$ cat src/rtl/z80_pkg.sv
// z80_pkg: shared types and default wait-state constants for the Z80 bus-cycle sequencer
// Contents: cyc_type_t (requested machine cycle), bus_state_t (T-state), default wait counts
package z80_pkg;
  typedef enum logic [2:0] {FETCH, MEM_RD, MEM_WR, IO_RD, IO_WR} cyc_type_t;
  typedef enum logic [2:0] {IDLE, T1, T2, TW, T3, T4, BGNT} bus_state_t;
  localparam int MEM_WAIT_DEF = 0;
  localparam int IO_WAIT_DEF = 1;
endpackage

$ cat src/rtl/z80_refresh_ctr.sv
// z80_refresh_ctr: Z80 R register with load, low-field increment and upper-bit preserve
// Ports: clk, rst_L (async active-low), inc (bump low RFSH_W bits), wr/wdata (load, wins over inc), r (current R)
module z80_refresh_ctr #(
  parameter int RFSH_W = 7
) (
  input  logic       clk,
  input  logic       rst_L,
  input  logic       inc,
  input  logic       wr,
  input  logic [7:0] wdata,
  output logic [7:0] r
);
  localparam logic [7:0] MASK = 8'((9'd1 << RFSH_W) - 9'd1);
  always_ff @(posedge clk or negedge rst_L)
    if (!rst_L) r <= '0;
    else if (wr) r <= wdata;
    else if (inc) r <= (r & ~MASK) | ((r + 8'd1) & MASK);
endmodule

$ cat src/rtl/z80_bus_cycle_gen.sv
// z80_bus_cycle_gen: Z80 machine-cycle sequencer (fetch/refresh, memory, IO, waits, bus hand-off)
// Core side: cyc_req/cyc_type/cyc_addr/cyc_wdata in, cyc_ready/cyc_ack/cyc_rdata out; i_reg, r_wr/r_wdata in, r_out out
// Pin side: data_in, WAIT_L, BUSREQ_L in; data_out/data_oe, addr_out/addr_oe, M1_L MREQ_L IORQ_L RD_L WR_L RFSH_L BUSACK_L out
module z80_bus_cycle_gen
  import z80_pkg::*;
#(
  parameter int ADDR_W   = 16,
  parameter int DATA_W   = 8,
  parameter int MEM_WAIT = MEM_WAIT_DEF,
  parameter int IO_WAIT  = IO_WAIT_DEF,
  parameter int RFSH_W   = 7
) (
  input  logic              clk,
  input  logic              rst_L,
  input  logic              cyc_req,
  input  cyc_type_t         cyc_type,
  input  logic [ADDR_W-1:0] cyc_addr,
  input  logic [DATA_W-1:0] cyc_wdata,
  output logic              cyc_ready,
  output logic              cyc_ack,
  output logic [DATA_W-1:0] cyc_rdata,
  input  logic [7:0]        i_reg,
  input  logic              r_wr,
  input  logic [7:0]        r_wdata,
  output logic [7:0]        r_out,
  input  logic [DATA_W-1:0] data_in,
  output logic [DATA_W-1:0] data_out,
  output logic              data_oe,
  output logic [ADDR_W-1:0] addr_out,
  output logic              addr_oe,
  input  logic              WAIT_L,
  input  logic              BUSREQ_L,
  output logic              M1_L,
  output logic              MREQ_L,
  output logic              IORQ_L,
  output logic              RD_L,
  output logic              WR_L,
  output logic              RFSH_L,
  output logic              BUSACK_L
);
  bus_state_t state, nxt;
  cyc_type_t typ;
  logic [ADDR_W-1:0] addr_q;
  logic [DATA_W-1:0] wdata_q;
  logic [7:0] wcnt;
  logic fetch, io, rd, wr, last, hold, cap, op, act, late, refr;
  assign fetch = typ == FETCH;
  assign io = typ inside {IO_RD, IO_WR};
  assign rd = typ inside {FETCH, MEM_RD, IO_RD};
  assign wr = typ inside {MEM_WR, IO_WR};
  assign last = state == T4 || (state == T3 && !fetch);
  assign hold = wcnt != 8'd0 || !WAIT_L;
  assign cyc_ready = (state == IDLE || last) && BUSREQ_L;
  // opcode is latched at the end of the last T2/TW; other reads at the end of T3
  assign cap = rd && (fetch ? (state inside {T2, TW} && !hold) : state == T3);
  always_ff @(posedge clk or negedge rst_L)
    if (!rst_L) state <= IDLE;
    else state <= nxt;
  // a pending bus request beats a new cycle request at every cycle boundary
  always_comb
    nxt = (state == IDLE || last) ? (!BUSREQ_L ? BGNT : cyc_req ? T1 : IDLE)
        : state == T1 ? T2
        : state inside {T2, TW} ? (hold ? TW : T3)
        : state == T3 ? T4
        : BUSREQ_L ? IDLE : BGNT;
  always_ff @(posedge clk or negedge rst_L)
    if (!rst_L) begin
      typ <= FETCH;
      addr_q <= '0;
      wdata_q <= '0;
      wcnt <= '0;
      cyc_ack <= 1'b0;
      cyc_rdata <= '0;
    end else begin
      if (cyc_ready && cyc_req) begin
        typ <= cyc_type;
        addr_q <= cyc_addr;
        wdata_q <= cyc_wdata;
      end
      if (state == T1) wcnt <= 8'(io ? IO_WAIT : MEM_WAIT);
      else if (state inside {T2, TW} && wcnt != 8'd0) wcnt <= wcnt - 8'd1;
      cyc_ack <= last;
      if (cap) cyc_rdata <= data_in;
    end
  always_comb begin
    op = state inside {T1, T2, TW};
    act = state inside {T1, T2, TW, T3};
    late = state inside {T2, TW, T3};
    refr = fetch && state inside {T3, T4};
    M1_L = !(fetch && op);
    MREQ_L = !(!io && (act || state == T4));
    IORQ_L = !(io && late);
    RD_L = !(rd && (fetch ? op : act));
    WR_L = !(wr && late);
    RFSH_L = !refr;
    BUSACK_L = state != BGNT;
    data_oe = wr && act;
    addr_oe = state != BGNT;
    data_out = wdata_q;
    addr_out = refr ? ADDR_W'({i_reg, r_out}) : addr_q;
  end
  z80_refresh_ctr #(.RFSH_W(RFSH_W)) u_rfsh (
    .clk(clk),
    .rst_L(rst_L),
    .inc(state == T4),
    .wr(r_wr),
    .wdata(r_wdata),
    .r(r_out)
  );
endmodule

$ cat config.mk
export PLATFORM = sky130hd
export DESIGN_NAME = z80_bus_cycle_gen
export DESIGN_NICKNAME = d
export VERILOG_FILES = /design/src/rtl/z80_pkg.sv /design/src/rtl/z80_refresh_ctr.sv /design/src/rtl/z80_bus_cycle_gen.sv
export SDC_FILE = /design/constraint.sdc
export NUM_CORES = 1
export LEC_CHECK = 0
export ABC_AREA = 1
export BUFFER_PORTS_ARGS = -buffer_cell sky130_fd_sc_hd__buf_4
export CORE_UTILIZATION = 49
export CTS_CLUSTER_DIAMETER = 100
export DETAILED_ROUTE_END_ITERATION = 16
export PLACE_DENSITY = 0.84
export SKIP_LAST_GASP = 1
export SLEW_MARGIN = 20
export SYNTH_ARGS = -nofsm -noshare
export SYNTH_HDL_FRONTEND = slang
export SYNTH_SLANG_ARGS = --single-unit
$ cat constraint.sdc
create_clock -name clk -period 2.2 [get_ports clk]
set_clock_uncertainty 0.15 [all_clocks]
set_input_delay 0.44 -clock clk [delete_from_list [all_inputs] [get_ports clk]]
set_output_delay 0.44 -clock clk [all_outputs]
set_load 0.05 [all_outputs]
==> flow_summary.ini, run 1 <==
[floorplanning]
rows = 27
die_w_um = 78.1
io_pins = 108
core-area_um2 = 5540
dieArea_um2 = 6110
die_height_um = 78.1
start_util = 0.513

[routing]
wirelength_um = 8140
drt_iter0_drc = 237
vias = 2968
drc = 0
drt-pass1-iter-count = 5
postRouteAntennaNets = 0
wire_per_inst_um = 14.4
viasPerCell = 5.25

[finish]
fin_nets = 551
final_cell_mix = nand2_1, buf_4, dfrtp_1
post-route-util = 0.759
antenna_cells = 0
area_growth_pct = 48.0
final_common_cell = nand2_1
multiInputGateArea_um2 = 1420
seqCellArea_um2 = 1380
drive_above_1_share = 0.365
fillers = 383

[synth]
syn_inst = 368
syn_nets = 427
ys_seq_elements = 55
synth.top_cell.area_share = 0.485
synth_area_leaders = dfrtp_1, nand2_1, nand3_1, nor2_1, mux2_2
yosysUniqueCellTypes = 28
synth_warnings = 0
syn_area_um2 = 2840
ys_seq_area_frac = 0.485
synth.avg_cell_area_um2 = 7.72
synth.largest_area_cell = dfrtp_1

[timing]
finalWorstSetupSlack_ps = -147
final_hold_viol_count = 0
max_freq_mhz = 426
maxSlewHeadroom = 0.547
tightestPinTransition_ps = 679
rsz0062_at_grt = true
finalCritPeriodShare = 1.07
slew_viol_final = 0
setup_viol = 14
fin_crit_ps = 2350

[pwr]
p_clk_frac = 0.081
pwr-share-seq = 0.241
p_leak_uw = 0.00227
power_density_nw_per_um2 = 1740
max-vdd-ir-drop_uv = 1110
total_power_uw = 7320
internal-power_uw = 3420
netSwitchingFraction = 0.533
p_comb_frac = 0.679
switchingPower_uw = 3900

[worst_setup_path]
worstReg2RegEnd = cyc_rdata[0]
worstPathMaxFanout = 3
cp_slowest_cell = dfrtp_1
reg2reg_depth = 9
r2r-start = wcnt[0]
worst_setup_path_end_kind = output port
path_common_cell = buf_4
crit_type = flop to output port
cp.arrival_ps = 1760
startpoint_type = flop
cpPeakStageDelay_ps = 380
r2r_setup_slack_ps = 320
cp_cell_sequence = buf_4, buf_4, nand2_1, a21oi_1, o21bai_1, buf_4
cp_data_required_time_ps = 1610

[placement]
port_buffers = 107
place.gp.congestion = 0.824
place_ws_ps = 70.1
dp_hpwl_um = 5260

[clocking]
clock_sinks = 55
h-tree-depth = 2
cts_tree = yes
clock_path_buffers = 2
root_buffer = clkbuf_8
worstSkewPairLatency_ps = 310
cts_made_buffers = 5
clkTransAtPathRegs_ps = 100

[global_routing]
grt_usage = 0.261
met2_usage = 0.446
grt_max_degree = 56
grt_use_met3 = 0.0349
grt_overflow_total = 0
first_global_vias = 2884
met1_usage = 0.329
antenna_found_initial = 0
grt_pass1_wl_um = 12700
grt_busiest_layer = met2

[job]
drv_cap = 0

[outcome]
status = complete, but fails checks
violations = negative setup slack

[min_path]
holdCritPathClass = input port to async pin
==> what timing repair did <==
item	4_1_cts	5_1_grt
pin swaps	3	5
setup endpoints to repair	19	23
hold buffers	0	0
setup buffers	7	8
resized for setup	28	29
gates cloned	1	0
==> Yosys cell counts <==
cell and instances:
nand4_1 1, nor3_1 4, xor2_1 4, inv_1 23, nor3_2 1, nor2_2 3, nand3b_1 3, o21a_1 1
and2_1 1, clkbuf_1 5, o21bai_1 1, inv_2 4, nand3_2 1, nor2_1 28, dfrtp_1 55, a31oi_1 1
nand2_2 5, o21ai_1 1, o21ai_0 18, xnor2_1 1, buf_2 4, mux2_2 9, ha_1 2, a21oi_1 6
nand2_1 134, nand3_1 48, buf_4 3, mux2_1 1
==> sequential cells by signal, indices dropped and copies added (netlist names) <==
register / cells
addr_q: 16
cyc_ack: 1
cyc_rdata: 8
data_out: 8
state: 3
typ: 3
u_rfsh.r: 8
wcnt: 8
==> through the flow <==
step | area, um^2 | setup TNS [ps] | cells | hold WS [ps]
2_1_floorplan | 2860 | -206 | 368 | -5.59
3_3_place_gp | 3760 | 0 | 542 | 302
3_5_place_dp | 3760 | 0 | 542 | 311
4_1_cts | 4040 | -393 | 558 | 44.4
5_1_grt | 4200 | -3020 | 565 | 59.6
6_report | 4200 | -1330 | 565 | 7.49
==> worst max-delay path: cells and delay by family, from the launching register on <==
family | cells | cell delay [ps]
DFF | 1 | 380
AOI/OAI and AO/OA | 2 | 520
and+or+nand+nor | 1 | 60
buffers and inverters | 3 | 480
==> power groups by stage <==
| stage | Clock [uW] | Sequential (uW) | Combinational [uW] |
|---|---|---|---|
| floorplan | 0 | 2280 | 2500 |
| global placement | 0 | 1750 | 4150 |
| detailed placement | 0 | 1760 | 4250 |
| CTS | 593 | 1740 | 4590 |
| global route | 645 | 1810 | 5320 |
| finish | 589 | 1760 | 4970 |
==> logic make-up (layout without fill, tap and decap cells) <==
group,count (synthesis),after routing,share of synthesized area
AOI/OAI and AO/OA,28,28,0.0515
muxes,10,10,0.0396
adders and majority gates,2,2,0.00881
and+or+nand+nor,229,229,0.343
buffers and inverters,39,164,0.0573
DFF,55,55,0.485
xor gates and xnor gates,5,5,0.0154
==> per-layer routing <==
metal	routed length, um	share of wire	vias to the layer above
li1	-	-	1422
met1	3290	0.40	1390
met2	4200	0.52	131
met3	404	0.050	25
met4	246	0.030	0
met5	0	0	-
==> layout make-up <==
class,instances,share of cell area
inverter,27,0.0253
multi-input combinational,274,0.337
clock buffer,7,0.0205
sequential,55,0.328
tap,72,0.0214
timing repair buffer,129,0.266
clock inverter,1,0.00208
==> how the worst max path moves through the flow <==
stage | slack (ps) | end | cells after the start | start
after floorplan | -30 | addr_out[0] | 6 | typ[1]
after global placement | 130 | addr_out[1] | 7 | typ[1]
after detailed placement | 70 | addr_out[6] | 7 | typ[1]
after CTS | -50 | addr_out[12] | 7 | typ[0]
after global routing | -230 | MREQ_L | 6 | typ[1]
final | -150 | MREQ_L | 6 | typ[1]
Note: power is estimated with default switching activity, not from simulation.
==> run 2: changes to the inputs <==
- TNS_END_PERCENT: default -> 20
==> run 2 against run 1 <==
- the run still ends with negative setup slack left
- total power decreased by 4.7%
- sequential share of layout area increased by 1.3 points
- combinational power decreased by 6.8%
- non-clock buffer count decreased by 7
- wire length decreased by 8.1%
- critical endpoint is now addr_out[4]
- highest routed layer unchanged
==> flow_summary.ini, run 2 (synthesized netlist as in run 1, its figures left out) <==
[worst_setup_path]
crit_family = buffers and inverters
cpPeakStageDelay_ps = 400
r2r_setup_slack_ps = 300
cp_slowest_cell = dfrtp_1
cp_data_required_time_ps = 1610
worstPathMaxFanout = 6
cp.arrival_ps = 1670
worstReg2RegEnd = cyc_rdata[0]
startpoint_type = flop
cp_cell_sequence = nor2_2, nand2_2, inv_2, nand2_4, bufbuf_16, o21ai_2, buf_6
crit_type = flop to output port
worst_setup_path_end_kind = output port
reg2reg_depth = 9
r2r-start = wcnt[0]
crit_buf_inv = 3

[floorplanning]
core-area_um2 = 5540
start_util = 0.513
dieArea_um2 = 6110
die_w_um = 78.1
die_height_um = 78.1
io_pins = 108
rows = 27

[min_path]
holdCritPathClass = input port to async pin

[outcome]
violations = negative setup slack
status = complete, but fails checks

[timing]
tightestPinTransition_ps = 690
tns_ps = -596
whs_ps = 11.0
final_hold_viol_count = 0
maxSlewHeadroom = 0.540
slew_viol_final = 0
finalCritPeriodShare = 1.03
setup_viol = 12
finalWorstSetupSlack_ps = -58.6
fin_crit_ps = 2260
rsz0062_at_grt = true
max_freq_mhz = 443

[clocking]
worstSkewPairLatency_ps = 300
clock_path_buffers = 2
cts_tree = yes
ctsHoldBuffers = 0
clkTransAtPathRegs_ps = 100
clock_sinks = 55
cts_made_buffers = 5
h-tree-depth = 2
root_buffer = clkbuf_8

[finish]
area_growth_pct = 42.5
antenna_cells = 0
regMostFlops = addr_q
drive_above_1_share = 0.346
seqCellArea_um2 = 1380
final_cell_mix = nand2_1, buf_4, dfrtp_1
largest_reg_flops = 16
final_common_cell = nand2_1
stdcell_count = 558
multiInputGateArea_um2 = 1360
fillers = 406
fin_nets = 544

[routing]
wire_per_inst_um = 13.4
vias = 2864
viasPerCell = 5.13
drc = 0
drt_iter0_drc = 147
postRouteAntennaNets = 0
wirelength_um = 7480
drt-pass1-iter-count = 4

[global_routing]
first_global_vias = 2827
grt_max_degree = 56
grt_pass1_wl_um = 12500
grt_overflow_total = 0
antenna_found_initial = 0
grt_usage = 0.257

[placement]
port_buffers = 107
place_inst = 542
place.gp.congestion = 0.824
place_ws_ps = 70.1
dp_hpwl_um = 5260

[pwr]
p_leak_uw = 0.00223
power_density_nw_per_um2 = 1720
total_power_uw = 6970
max-vdd-ir-drop_uv = 974

[job]
drv_cap = 0
==> run 2: final cells by class <==
class,count,area share
Sequential cell,55,0.341
Clock inverter,1,0.00216
Multi-Input combinational cell,274,0.337
Inverter,27,0.0257
Timing Repair Buffer,122,0.251
Tap cell,72,0.0223
Clock buffer,7,0.0213
==> run 2: how the worst max path moves through the flow <==
stage | startpoint | end | slack [ps] | depth (start not counted)
2_1_floorplan | typ[1] | addr_out[0] | -30 | 6
3_3_place_gp | typ[1] | addr_out[1] | 130 | 7
4_1_cts | state[1] | cyc_ready | -50 | 8
5_1_grt | typ[1] | addr_out[7] | -180 | 7
6_report | typ[1] | addr_out[4] | -60 | 7
3_5_place_dp | typ[1] | addr_out[6] | 70 | 7
==> run 2: timing repair <==
item                                    4_1_cts  5_1_grt
gates cloned                                  1        0
gates resized for setup                      21       11
pin swaps                                     3        2
endpoints found under the setup margin       19       24
buffers inserted                              7        0
==> run 2: worst reg2reg max path, stage by stage (launching register included) <==
cell and delay, ps:
dfrtp_1 390, inv_1 100, ha_1 240, nand2_1 120, nor2_1 220, nand3_1 120
nand2_2 180, nand2_2 150, nand2_1 80, nand2_1 50
==> run 2: power by group <==
group | switching (uW) | internal [uW] | total [uW]
combinational | 3090 | 1550 | 4630
sequential | 317 | 1430 | 1750
clock | 327 | 259 | 586
==> run 2: per-layer routing <==
layer	share of wire	track usage	vias up
met5	0	0	-
met4	0.014	0.104	0
met3	0.038	0.0349	9
met2	0.52	0.441	85
met1	0.43	0.325	1364
li1	-	-	1406
==> run 2: per-stage QoR <==
stage | instance area [um^2] | utilization
after floorplan | 2860 | -
after global placement | 3760 | 0.679
after detailed placement | 3760 | 0.679
after CTS | 4010 | 0.724
after global routing | 4050 | 0.731
final | 4050 | 0.731
==> run 3: changes to the inputs <==
- BUFFER_PORTS_ARGS: -buffer_cell sky130_fd_sc_hd__buf_4 -> default
- CORE_UTILIZATION: 49 -> 50
- CTS_CLUSTER_DIAMETER: 100 -> default
- DONT_BUFFER_PORTS: default -> 1
- PLACE_DENSITY: 0.84 -> default
==> run 3 against run 2 <==
- the flow still finishes with violations (negative setup slack)
- count of clock-buffer cells in the layout stayed put
- flip-flop and latch count unchanged
- register-to-register slack better by 50 ps
- global-route usage fell by 3.1 points
- first-iteration DRC count increased by 18%
- clock power shrank 8.2%
- final cell count is 14% lower
- sequential share of layout area is 5.9 points higher
- largest cell class unchanged
- highest routed layer unchanged
==> flow_summary.ini, run 3 (synthesized netlist as in run 1, its figures left out) <==
[placement]
place.gp.congestion = 0.887
dp_hpwl_um = 4860
port_buffers = 0

[worst_setup_path]
worstPathMaxFanout = 7
cp_cell_sequence = nor2_2, nand2_2, inv_4, nand2_8, buf_12, mux2_2
worst_setup_path_end_kind = output port
crit_type = flop to output port
cp_slowest_cell = dfrtp_1
cpPeakStageDelay_ps = 410
cp_data_required_time_ps = 1610
startpoint_type = flop
cp.arrival_ps = 1680

[timing]
maxSlewHeadroom = 0.633
setup_viol = 15
finalWorstSetupSlack_ps = -69.1
max_freq_mhz = 441
whs_ps = 85.1
finalCritPeriodShare = 1.03
slew_viol_final = 0
final_hold_viol_count = 0
rsz0062_at_grt = true
fin_crit_ps = 2270
tightestPinTransition_ps = 548

[clocking]
cts_tree = yes
h-tree-depth = 2
clock_path_buffers = 2
root_buffer = clkbuf_8
clkTransAtPathRegs_ps = 90
cts_made_buffers = 5
worstSkewPairLatency_ps = 300
clock_sinks = 55

[pwr]
total_power_uw = 6420
power_density_nw_per_um2 = 1860
max-vdd-ir-drop_uv = 945
p_leak_uw = 0.00183

[global_routing]
grt_max_degree = 56
grt_usage = 0.226
antenna_found_initial = 0
grt_pass1_wl_um = 10700
first_global_vias = 2311
grt_overflow_total = 0

[routing]
drc = 0
drt-pass1-iter-count = 7
viasPerCell = 5.25
vias = 2511
wirelength_um = 6620
drt_iter0_drc = 173
wire_per_inst_um = 13.8
postRouteAntennaNets = 0

[floorplanning]
start_util = 0.516
die_w_um = 77.4
core-area_um2 = 5510
die_height_um = 77.4
rows = 27
io_pins = 108
dieArea_um2 = 5990

[finish]
final_common_cell = nand2_1
area_growth_pct = 21.2
largest_reg_flops = 16
regMostFlops = addr_q
antenna_cells = 0
fin_nets = 464
multiInputGateArea_um2 = 1370
seqCellArea_um2 = 1380
fillers = 513
final_cell_mix = nand2_1, dfrtp_1, nand3_1
drive_above_1_share = 0.207

[job]
drv_cap = 0

[outcome]
violations = negative setup slack
status = complete, but fails checks

[min_path]
holdCritPathClass = input port to flop
-- run 3: layout make-up --
cell class | count | share of cell area
Clock buffer | 7 | 0.0222
Clock inverter | 1 | 0.00145
Inverter | 27 | 0.0316
Multi-Input combinational cell | 274 | 0.399
Sequential cell | 55 | 0.400
Tap cell | 72 | 0.0262
Timing Repair Buffer | 42 | 0.120
-- run 3: path summary, 6_finish.rpt --
check	start	end	slack, ps	cells after the start
worst max register to register	wcnt[0]	cyc_rdata[6]	350	9
worst max-delay path	typ[0]	addr_out[14]	-70	6
worst min register to register	addr_q[9]	addr_q[9]	330	2
max in group asynchronous	rst_L	data_out[6]	1160	2
min in group asynchronous	rst_L	wcnt[3]	490	2
worst min-delay path	r_wr	u_rfsh.r[7]	90	1
-- run 3: critical path, delay by kind of cell (launching register included) --
kind	cells	cell delay, ps
buffers and inverters	2	240
and+or+nand+nor	3	330
muxes	1	390
DFF	1	410
-- run 3: per-layer routing --
metal,vias to the layer above,track usage,share of wire
li1,1253,-,-
met1,1160,0.310,0.46
met4,0,0.0736,0.015
met2,87,0.343,0.46
met3,11,0.0647,0.072
met5,-,0,0
-- run 3: what timing repair did --
| item | 4_1_cts | 5_1_grt |
|---|---|---|
| resized for setup | 6 | 14 |
| pin swaps | 0 | 4 |
| setup endpoints to repair | 19 | 23 |
| hold buffers | 2 | 0 |
| cloned | 0 | 1 |
| endpoints found under the hold margin | 55 | 0 |
| buffers inserted | 3 | 2 |
-- run 3: report_power, final --
part	leakage [uW]	internal, uW	switching (uW)
Combinational	0.00110	1190	2500
Sequential	0.000688	1420	767
Clock	0.0000422	225	314
Total	0.00183	2830	3580
-- run 3: stage by stage --
stage | instance area [um^2] | TNS [ps] | setup WS, ps | instances | util
2_1_floorplan | 2860 | -206 | -34.4 | 368 | -
3_3_place_gp | 3180 | 0 | 151 | 462 | 0.578
3_5_place_dp | 3180 | 0 | 120 | 462 | 0.578
4_1_cts | 3360 | -584 | -74.5 | 475 | 0.610
5_1_grt | 3440 | -2910 | -169 | 478 | 0.625
6_report | 3440 | -662 | -69.1 | 478 | 0.625
